<file path="src/rtl/regfile_pkg.sv">
// Shared types and helpers for the register-file write-port controller.
// Round-robin pick and one-hot decode are sized for up to 8 ports / 8-bit ids.
package regfile_pkg;

   localparam int ADDR_W_DEF = 4;
   localparam int DATA_W_DEF = 16;
   localparam int MAX_ADDR_W = 8;
   localparam int MAX_PORTS  = 8;
   localparam int PIDX_W     = 3;

   typedef struct packed {
      logic              found;
      logic [PIDX_W-1:0] idx;
   } pick_t;

   function automatic logic [2**MAX_ADDR_W-1:0] onehot_of(input logic [MAX_ADDR_W-1:0] id);
      logic [2**MAX_ADDR_W-1:0] v;
      v     = '0;
      v[id] = 1'b1;
      return v;
   endfunction

   // First valid port at or after ptr, wrapping modulo n (n >= 1).
   function automatic pick_t rr_pick(input logic [MAX_PORTS-1:0] valid,
                                     input logic [PIDX_W-1:0]    ptr,
                                     input int unsigned          n);
      pick_t       p;
      int unsigned c;
      p = '0;
      for (int unsigned k = 0; k < MAX_PORTS; k++) begin
         c = (32'(ptr) + k) % n;
         if (k < n && !p.found && valid[c[PIDX_W-1:0]]) begin
            p.found = 1'b1;
            p.idx   = c[PIDX_W-1:0];
         end
      end
      return p;
   endfunction

endpackage

</file>
<file path="src/rtl/regfile_write_ctrl_rr_arbiter.sv">
// Round-robin arbiter: one grant per cycle, search starts at the internal pointer.
// Latency: grant is combinational from valid and pointer; pointer moves on advance.
// Backpressure: ungranted requesters simply see grant low; no grant while rst is high.
module rr_arbiter
   import regfile_pkg::*;
#(
   parameter  int N  = 2,
   localparam int IW = (N > 1) ? $clog2(N) : 1
) (
   input  logic          clk,
   input  logic          rst,
   input  logic [N-1:0]  valid,
   input  logic          advance,
   output logic [N-1:0]  grant,
   output logic [IW-1:0] idx
);

   logic [IW-1:0]        ptr;
   logic [MAX_PORTS-1:0] vpad;
   pick_t                pick;

   always_comb begin
      vpad         = '0;
      vpad[N-1:0]  = valid;
      pick         = rr_pick(vpad, PIDX_W'(ptr), N);
      idx          = pick.idx[IW-1:0];
      grant        = '0;
      for (int i = 0; i < N; i++) begin
         grant[i] = pick.found && !rst && (pick.idx == PIDX_W'(i));
      end
   end

   // Pointer moves just past the port that transferred, so it becomes lowest priority.
   always_ff @(posedge clk) begin
      if (rst) begin
         ptr <= '0;
      end else if (advance) begin
         ptr <= (32'(idx) == N - 1) ? '0 : idx + IW'(1);
      end
   end

endmodule

</file>
<file path="src/rtl/regfile_write_ctrl.sv">
// Register-file write port: round-robin over NUM_PORTS requesters, registered one-hot wordline.
// Latency: a write transferred in cycle N drives wordline/wdata/wport in cycle N+1 for one cycle.
// Backpressure: one wr_ready per cycle; losers hold their request and bump the stall counter.
module regfile_write_ctrl
   import regfile_pkg::*;
#(
   parameter  int ADDR_W       = ADDR_W_DEF,
   parameter  int DATA_W       = DATA_W_DEF,
   parameter  int NUM_PORTS    = 2,
   parameter  int ZERO_PROTECT = 1,
   parameter  int STALL_CNT_W  = 8,
   localparam int WL_W         = 2**ADDR_W,
   localparam int PW           = (NUM_PORTS > 1) ? $clog2(NUM_PORTS) : 1
) (
   input  logic                        clk,
   input  logic                        rst,
   input  logic [NUM_PORTS-1:0]        wr_valid,
   input  logic [NUM_PORTS*ADDR_W-1:0] wr_regid,
   input  logic [NUM_PORTS*DATA_W-1:0] wr_data,
   output logic [NUM_PORTS-1:0]        wr_ready,
   output logic [WL_W-1:0]             wordline,
   output logic [DATA_W-1:0]           wdata,
   output logic [PW-1:0]               wport,
   output logic [STALL_CNT_W-1:0]      stall_cnt
);

   logic [PW-1:0]     gidx;
   logic              xfer;
   logic              stall;
   logic [ADDR_W-1:0] sel_id;
   logic [DATA_W-1:0] sel_data;
   logic [WL_W-1:0]   dec_wl;
   logic              zero_hit;

   rr_arbiter #(.N(NUM_PORTS)) u_arb (
      .clk     (clk),
      .rst     (rst),
      .valid   (wr_valid),
      .advance (xfer),
      .grant   (wr_ready),
      .idx     (gidx)
   );

   assign xfer  = |(wr_valid & wr_ready);
   assign stall = |(wr_valid & ~wr_ready);

   always_comb begin
      sel_id   = '0;
      sel_data = '0;
      for (int i = 0; i < NUM_PORTS; i++) begin
         if (gidx == PW'(i)) begin
            sel_id   = wr_regid[i*ADDR_W +: ADDR_W];
            sel_data = wr_data[i*DATA_W +: DATA_W];
         end
      end
   end

   assign dec_wl   = WL_W'(onehot_of(MAX_ADDR_W'(sel_id)));
   assign zero_hit = (ZERO_PROTECT != 0) && (sel_id == '0);

   always_ff @(posedge clk) begin
      if (rst) begin
         wordline  <= '0;
         wdata     <= '0;
         wport     <= '0;
         stall_cnt <= '0;
      end else begin
         wordline <= '0;
         if (xfer) begin
            // Register 0 writes still complete the handshake but never touch the array.
            if (!zero_hit) wordline <= dec_wl;
            wdata <= sel_data;
            wport <= gidx;
         end
         if (stall && stall_cnt != '1) stall_cnt <= stall_cnt + STALL_CNT_W'(1);
      end
   end

endmodule

</file>
<file path="config.mk">
export PLATFORM = sky130hd
export DESIGN_NAME = regfile_write_ctrl
export DESIGN_NICKNAME = d
export VERILOG_FILES = /design/src/rtl/regfile_pkg.sv /design/src/rtl/regfile_write_ctrl_rr_arbiter.sv /design/src/rtl/regfile_write_ctrl.sv
export SDC_FILE = /design/constraint.sdc
export NUM_CORES = 1
export LEC_CHECK = 0
export CELL_PAD_IN_SITES_DETAIL_PLACEMENT = 0
export CELL_PAD_IN_SITES_GLOBAL_PLACEMENT = 1
export CORE_ASPECT_RATIO = 1.25
export CORE_MARGIN = 3
export CORE_UTILIZATION = 25
export DETAILED_ROUTE_END_ITERATION = 8
export PLACE_DENSITY = 0.86
export SYNTH_ARGS = -nofsm -noshare
export SYNTH_HDL_FRONTEND = slang
export SYNTH_SLANG_ARGS = --single-unit
</file>
<file path="constraint.sdc">
create_clock -name clk -period 1.66 [get_ports clk]
set_clock_uncertainty 0.2 [all_clocks]
set_input_delay 0.166 -clock clk [delete_from_list [all_inputs] [get_ports clk]]
set_output_delay 0.166 -clock clk [all_outputs]
set_load 0.05 [all_outputs]
</file>
==> impl_metrics.tcl, run 1 <==
set metrics [dict create \
    outcome "finished, final reports clean" \
    ir_worst_vdd_v 0.000427 \
    grt_pass1_wl_um 8000 \
    yosys_warnings 0 \
    dieArea_um2 7810 \
    cp_cell_sequence "clkdlybuf4s50_1 -> buf_6 -> a21oi_2 -> and2_4 -> buf_12" \
    p_sw_mw 0.756 \
    critical-path-top-delay-family "buffers and inverters" \
    path_depth 5 \
    drtIter0Drc 52 \
    reg2reg_from "u_arb.ptr" \
    fin_crit_sh_pct 96.1 \
    hpwl_um 3570 \
    ys_seq_elements 42 \
    totalWireLength_um 5030 \
    clock_latency_ps 290 \
    final_cell_mix "54 x buf_4, 41 x clkdlybuf4s50_1, 33 x dfxtp_1" \
    place_congestion 0.861 \
    slew_violations 0 \
    internal_power_mw 1.72 \
    drtAntennaViolNets 0 \
    fin_nets 330 \
    max_stage_delay_ps 500 \
    drv_cap 0 \
    async_reset_ff_share_pct 0 \
    fill_cells 646 \
    fp-row-count 32 \
    grt_max_degree 18 \
    worstHoldStart "wr_valid[0]" \
    p_leak_nw 1.18 \
    via_per_inst 4.67 \
    yosysUniqueCellTypes 39 \
    rsz0062_at_grt "no" \
    synth_edf_count 0 \
    fin_cells 372 \
    syn_area_per_cell_um2 9.16 \
    p_sw_share_pct 30.5 \
    combPwrFrac_pct 24.7 \
    total_power_mw 2.48 \
    critPathLaunch "rst" \
    drt-wirelength-per-cell_um 13.5 \
    fmax_ghz 0.627 \
    io_pins 87 \
    required_ps 1290 \
    worstPathArrival_ps 1230 \
    cts_tree "yes" \
    startpoint_type "input pin" \
    syn-cell-area_um2 1700 \
    clkTransAtPathRegs_ps 90 \
    coreArea_um2 6370 \
    grt_util_all_layers_pct 13.0 \
    start_util_pct 26.6 \
    hp-class "in2reg" \
    min_path_cells 2 \
    numCtsBuffers 5 \
    first_global_vias 1708 \
    drive_gt1_share_pct 32.5 \
    hold_viol_final 0 \
    overflow 0 \
    synth_cells 185 \
    r2r_cells 7 \
    cts_root_buffer "clkbuf_8" \
    yosys_most_used_dff "dfxtp_1" \
    slowest_stage "clkdlybuf4s50_1" \
    die_y_um 98.1 \
    cp_num_buf_inv 3 \
    placed_cell_area_um2 2660 \
    antenna_found_initial 1 \
    final_common_cell "buf_4" \
    cp_max_fo 12 \
    pwr-share-clk_pct 31.5 \
    fin_area_um2 2860 \
    path_class "in2out" \
    dp.cells 357 \
    vias 1736 \
    io_buffers 86 \
    power.density_cell_area_nw_per_um2 867 \
    clock-sinks 42 \
    area_delta_synth_final_pct 68.6 \
    p_seq_share_pct 43.9 \
    cts_buffer_depth 2 \
    crit_path_end_kind "output pin" \
    setup_viol 0 \
    layout_min_cycle_time_ps 1590 \
    h-tree-depth 2 \
    firstDrtPassIters 4 \
    fp.dieW_um 79.7 \
    seq_area_frac_synth_pct 49.6 \
    syn-num-nets 230 \
    remaining_drc_errors 0 \
    fin_util_pct 44.9 \
]
==> through the flow <==
stage / hold slack, ps / worst slack [ps] / TNS, ps
2_1_floorplan: 76.2 / 11.5 / 0
3_3_place_gp: 264 / -281 / -5930
3_5_place_dp: 272 / -302 / -7350
4_1_cts: 174 / 14.8 / 0
5_1_grt: 193 / 17.1 / 0
6_report: 175 / 65.4 / 0
==> worst paths after layout <==
kind	endpoint	slack [ps]
hold / removal	u_arb.ptr	170
setup / recovery	wr_ready[0]	70
setup reg to reg	wordline[6]	110
hold reg to reg	u_arb.ptr	290
==> timing repair <==
| item | 4_1_cts | 5_1_grt |
|---|---|---|
| buffers inserted | 2 | 3 |
| hold buffers | 0 | 0 |
| gates cloned | 1 | 0 |
| pin swaps | 1 | 3 |
| endpoints found under the setup margin | 2 | 9 |
| gates resized for setup | 5 | 6 |
==> cell families after synthesis <==
logic type | after synthesis | share of synthesized area (%)
AOI/OAI and AO/OA | 60 | 23.9
xor gates and xnor gates | 4 | 2.07
adders and majority gates | 2 | 1.40
buffers and inverters | 13 | 3.69
DFF | 42 | 49.6
muxes | 1 | 0.590
other | 1 | 0.221
and+or+nand+nor | 62 | 18.5
==> power groups by stage <==
stage                     clock (mW)  combinational, mW  sequential, mW
after global placement             0              0.582            1.11
after global routing           0.866              0.652            1.09
after detailed placement           0              0.588            1.11
final                          0.780              0.611            1.09
after CTS                      0.809              0.602            1.09
after floorplan                    0              0.171            1.27
==> worst reg2reg max path, delay by kind of cell (launching register included) <==
family,cells,cell delay (ps)
AND/OR/NAND/NOR,2,230
buffers and inverters,3,480
flip-flops,1,340
AO/OA/AOI/OAI,2,250
==> final cells by class <==
type	count	area [um2]	area share, %
inverters	3	11.3	0.394
clock buffers	6	93.8	3.28
diodes	1	2.50	0.0876
clock inverters	2	18.8	0.657
repair buffers	102	925	32.4
well taps	85	106	3.72
multi-input cells	131	843	29.5
flip-flops and latches	42	857	30.0
==> per-layer routing <==
metal	global-route usage, %	routed length (um)
met1	14.6	2040
met2	22.6	2550
met3	4.43	396
met4	4.23	46
met5	0	0
==> Yosys cell counts (3+ instances only) <==
library cell,number,area (um2)
dfxtp_1,42,841
nor2_1,24,90.1
a21oi_1,23,115
nand2_1,17,63.8
a22oi_1,16,120
buf_2,5,25.0
o21ai_1,5,25.0
and3_1,4,25.0
clkbuf_1,4,15.0
xor2_1,4,35.0
a211oi_1,3,22.5
inv_1,3,11.3
o211ai_1,3,22.5
==> state kept, by name, summed over array words and instances, names as in the netlist <==
name	cells
wdata	16
wordline	16
stall_cnt	8
u_arb.ptr	1
wport	1
Note: power is estimated with default switching activity, not from simulation.
==> inputs of run 2 (changes only) <==
--- a/config.mk
+++ b/config.mk
@@ -5,13 +5,14 @@
 export SDC_FILE = /design/constraint.sdc
 export NUM_CORES = 1
 export LEC_CHECK = 0
+export ABC_AREA = 1
 export CELL_PAD_IN_SITES_DETAIL_PLACEMENT = 0
 export CELL_PAD_IN_SITES_GLOBAL_PLACEMENT = 1
 export CORE_ASPECT_RATIO = 1.25
 export CORE_MARGIN = 3
-export CORE_UTILIZATION = 25
+export CORE_UTILIZATION = 24
 export DETAILED_ROUTE_END_ITERATION = 8
-export PLACE_DENSITY = 0.86
+export PLACE_DENSITY = 0.85
 export SYNTH_ARGS = -nofsm -noshare
 export SYNTH_HDL_FRONTEND = slang
 export SYNTH_SLANG_ARGS = --single-unit
==> run 2 against run 1 <==
Largest cell class unchanged. Largest power group unchanged. Highest routed layer unchanged. Utilization is 2.7 points lower. Hold slack improved by 68 ps. Maximum frequency is 0.84% higher. First-iteration DRC count shrank 9.6%. Synthesized area rose by 6.4%. Critical path type is now reg2out. Non-clock buffer count rose by 3.
==> impl_metrics.tcl, run 2 <==
set metrics [dict create \
    async_reset_ff_share_pct 0 \
    r2r_cells 8 \
    yosys_most_used_dff "dfxtp_1" \
    diodes 0 \
    largestRegisters "wdata (16), wordline (16), stall_cnt (8)" \
    setup_viol 0 \
    fp.dieW_um 83.6 \
    place_congestion 0.808 \
    highest_layer "met4" \
    drtAntennaViolNets 0 \
    reg2reg_from "u_arb.ptr" \
    clock_latency_ps 300 \
    worstHoldStart "wr_valid[0]" \
    hpwl_um 4230 \
    critPathLaunch "u_arb.ptr" \
    fill_cells 756 \
    clock-sinks 42 \
    dieArea_um2 8600 \
    cts_tree "yes" \
    synth_edf_count 0 \
    fin_nets 410 \
    cp_cell_sequence "inv_2 -> nand2_2 -> nand2_4 -> buf_12 -> nor2_4 -> buf_12" \
    placed_cell_area_um2 2870 \
    overflow 0 \
    required_ps 1290 \
    coreArea_um2 7150 \
    h-tree-depth 2 \
    path_class "reg2out" \
    fin_crit_sh_pct 95.3 \
    slowest_stage "dfxtp_2" \
    cts_buffer_depth 2 \
    drt-wirelength-per-cell_um 11.7 \
    holdWs_ps 243 \
    crit_top_cell "buf_12" \
    yosysUniqueCellTypes 26 \
    remaining_drc_errors 0 \
    cts_root_buffer "clkbuf_8" \
    crit_path_end_kind "output pin" \
    ir_worst_vdd_v 0.000377 \
    startpoint_type "flop" \
    wl_met3_um 384 \
    drive_gt1_share_pct 26.2 \
    synth_most_common_cell "nand2_1" \
    power.density_cell_area_nw_per_um2 797 \
    drv_cap 0 \
    wl_met2_um 2650 \
    fmax_ghz 0.632 \
    total_power_mw 2.41 \
    cp_num_buf_inv 3 \
    layout_min_cycle_time_ps 1580 \
    grt_util_all_layers_pct 12.6 \
    fin_area_um2 3020 \
    syn-num-nets 306 \
    grt_max_degree 24 \
    path_depth 6 \
    die_y_um 103 \
    worst_slack_ps 78.6 \
    firstDrtPassIters 7 \
    seq_area_frac_synth_pct 46.6 \
    cp_max_fo 9 \
    rsz0062_at_grt "no" \
    clkTransAtPathRegs_ps 90 \
    yosys_warnings 0 \
    hold_viol_final 0 \
    p_leak_nw 1.38 \
    multiInputGateArea_um2 863 \
    totalWireLength_um 5320 \
    outcome "finished, final reports clean" \
    rrSetupSlack_ps 100 \
    hold_buffers 0 \
    place_ws_ps -172 \
    vias 1924 \
    synth_cells 261 \
    max_stage_delay_ps 330 \
    netlist_top_cells_area "dfxtp_1 47%, nand2_1 23%, nor2_1 6.7%" \
    synth_common_cells "112 x nand2_1, 42 x dfxtp_1, 32 x nor2_1" \
    area_delta_synth_final_pct 67.2 \
    io_buffers 86 \
    wl_met1_um 2210 \
    antenna_found_initial 0 \
    endpoint "wr_ready[1]" \
    first_global_vias 1890 \
    critical-path-top-delay-family "buffers and inverters" \
    yosysTopAreaCell "dfxtp_1" \
    fin_setup_tns_ps 0 \
    final_cell_mix "111 x nand2_1, 52 x buf_4, 41 x clkdlybuf4s50_1" \
    ys_seq_elements 42 \
    drtIter0Drc 47 \
    fp-row-count 34 \
    worstPathArrival_ps 1220 \
    start_util_pct 25.2 \
    via_per_inst 4.22 \
    synth_top_area_share_pct 46.6 \
    syn_area_per_cell_um2 6.91 \
    io_pins 87 \
    grt_pass1_wl_um 8800 \
    final-seq-area_um2 852 \
    numCtsBuffers 5 \
    syn-cell-area_um2 1800 \
    hp-class "in2reg" \
    slew_violations 0 \
    final_common_cell "nand2_1" \
    reg2reg_to "wordline[1]" \
]
-- run 2: how the worst min path moves through the flow --
stage	end	slack [ps]	depth (start not counted)
global placement	wdata[7]	250	2
floorplan	wdata[13]	40	1
CTS	u_arb.ptr	220	4
finish	u_arb.ptr	240	4
detailed placement	wdata[13]	260	2
global route	u_arb.ptr	270	4
-- run 2: layout make-up --
class | count | share of cell area, %
inverters | 19 | 2.49
clock buffers | 5 | 2.28
repair buffers | 105 | 33.8
flip-flops and latches | 42 | 28.2
multi-input cells | 192 | 28.6
clock inverters | 3 | 0.871
well taps | 90 | 3.73
-- run 2: kinds of logic (layout without fill, tap and decap cells) --
group,Yosys count,after routing,share of synthesized area [%]
and+or+nand+nor,156,156,34.5
DFF,42,42,46.6
buffers and inverters,27,132,6.93
other,1,1,0.208
adders and majority gates,1,1,0.693
AOI/OAI and AO/OA,31,31,9.57
xor gates and xnor gates,3,3,1.46
-- run 2: through the flow --
step           util, %  std cells
6_report          42.2        456
4_1_cts           41.8        454
2_1_floorplan        -        261
5_1_grt           42.2        456
3_3_place_gp      40.1        445
3_5_place_dp      40.1        445
-- run 2: where the power goes --
group / switching, mW / internal, mW
sequential: 0.0229 / 1.05
combinational: 0.357 / 0.263
clock: 0.399 / 0.313
total: 0.780 / 1.63
-- run 2: what timing repair did --
item / CTS / global route
resized for setup: 7 / 7
buffers inserted: 1 / 2
gates cloned: 0 / 0
setup endpoints to repair: 2 / 19
pin swaps: 1 / 2
-- run 2: worst min-delay path: cells and delay by family --
kind,cells,cell delay [ps]
buffers and inverters,3,480
AOI/OAI and AO/OA,1,50
-- run 2: metal layers --
| layer | vias up | global-route usage [%] |
|---|---|---|
| li1 | 1009 | - |
| met1 | 854 | 14.2 |
| met2 | 55 | 22.3 |
| met3 | 6 | 4.16 |
| met4 | 0 | 4.70 |
| met5 | - | 0 |
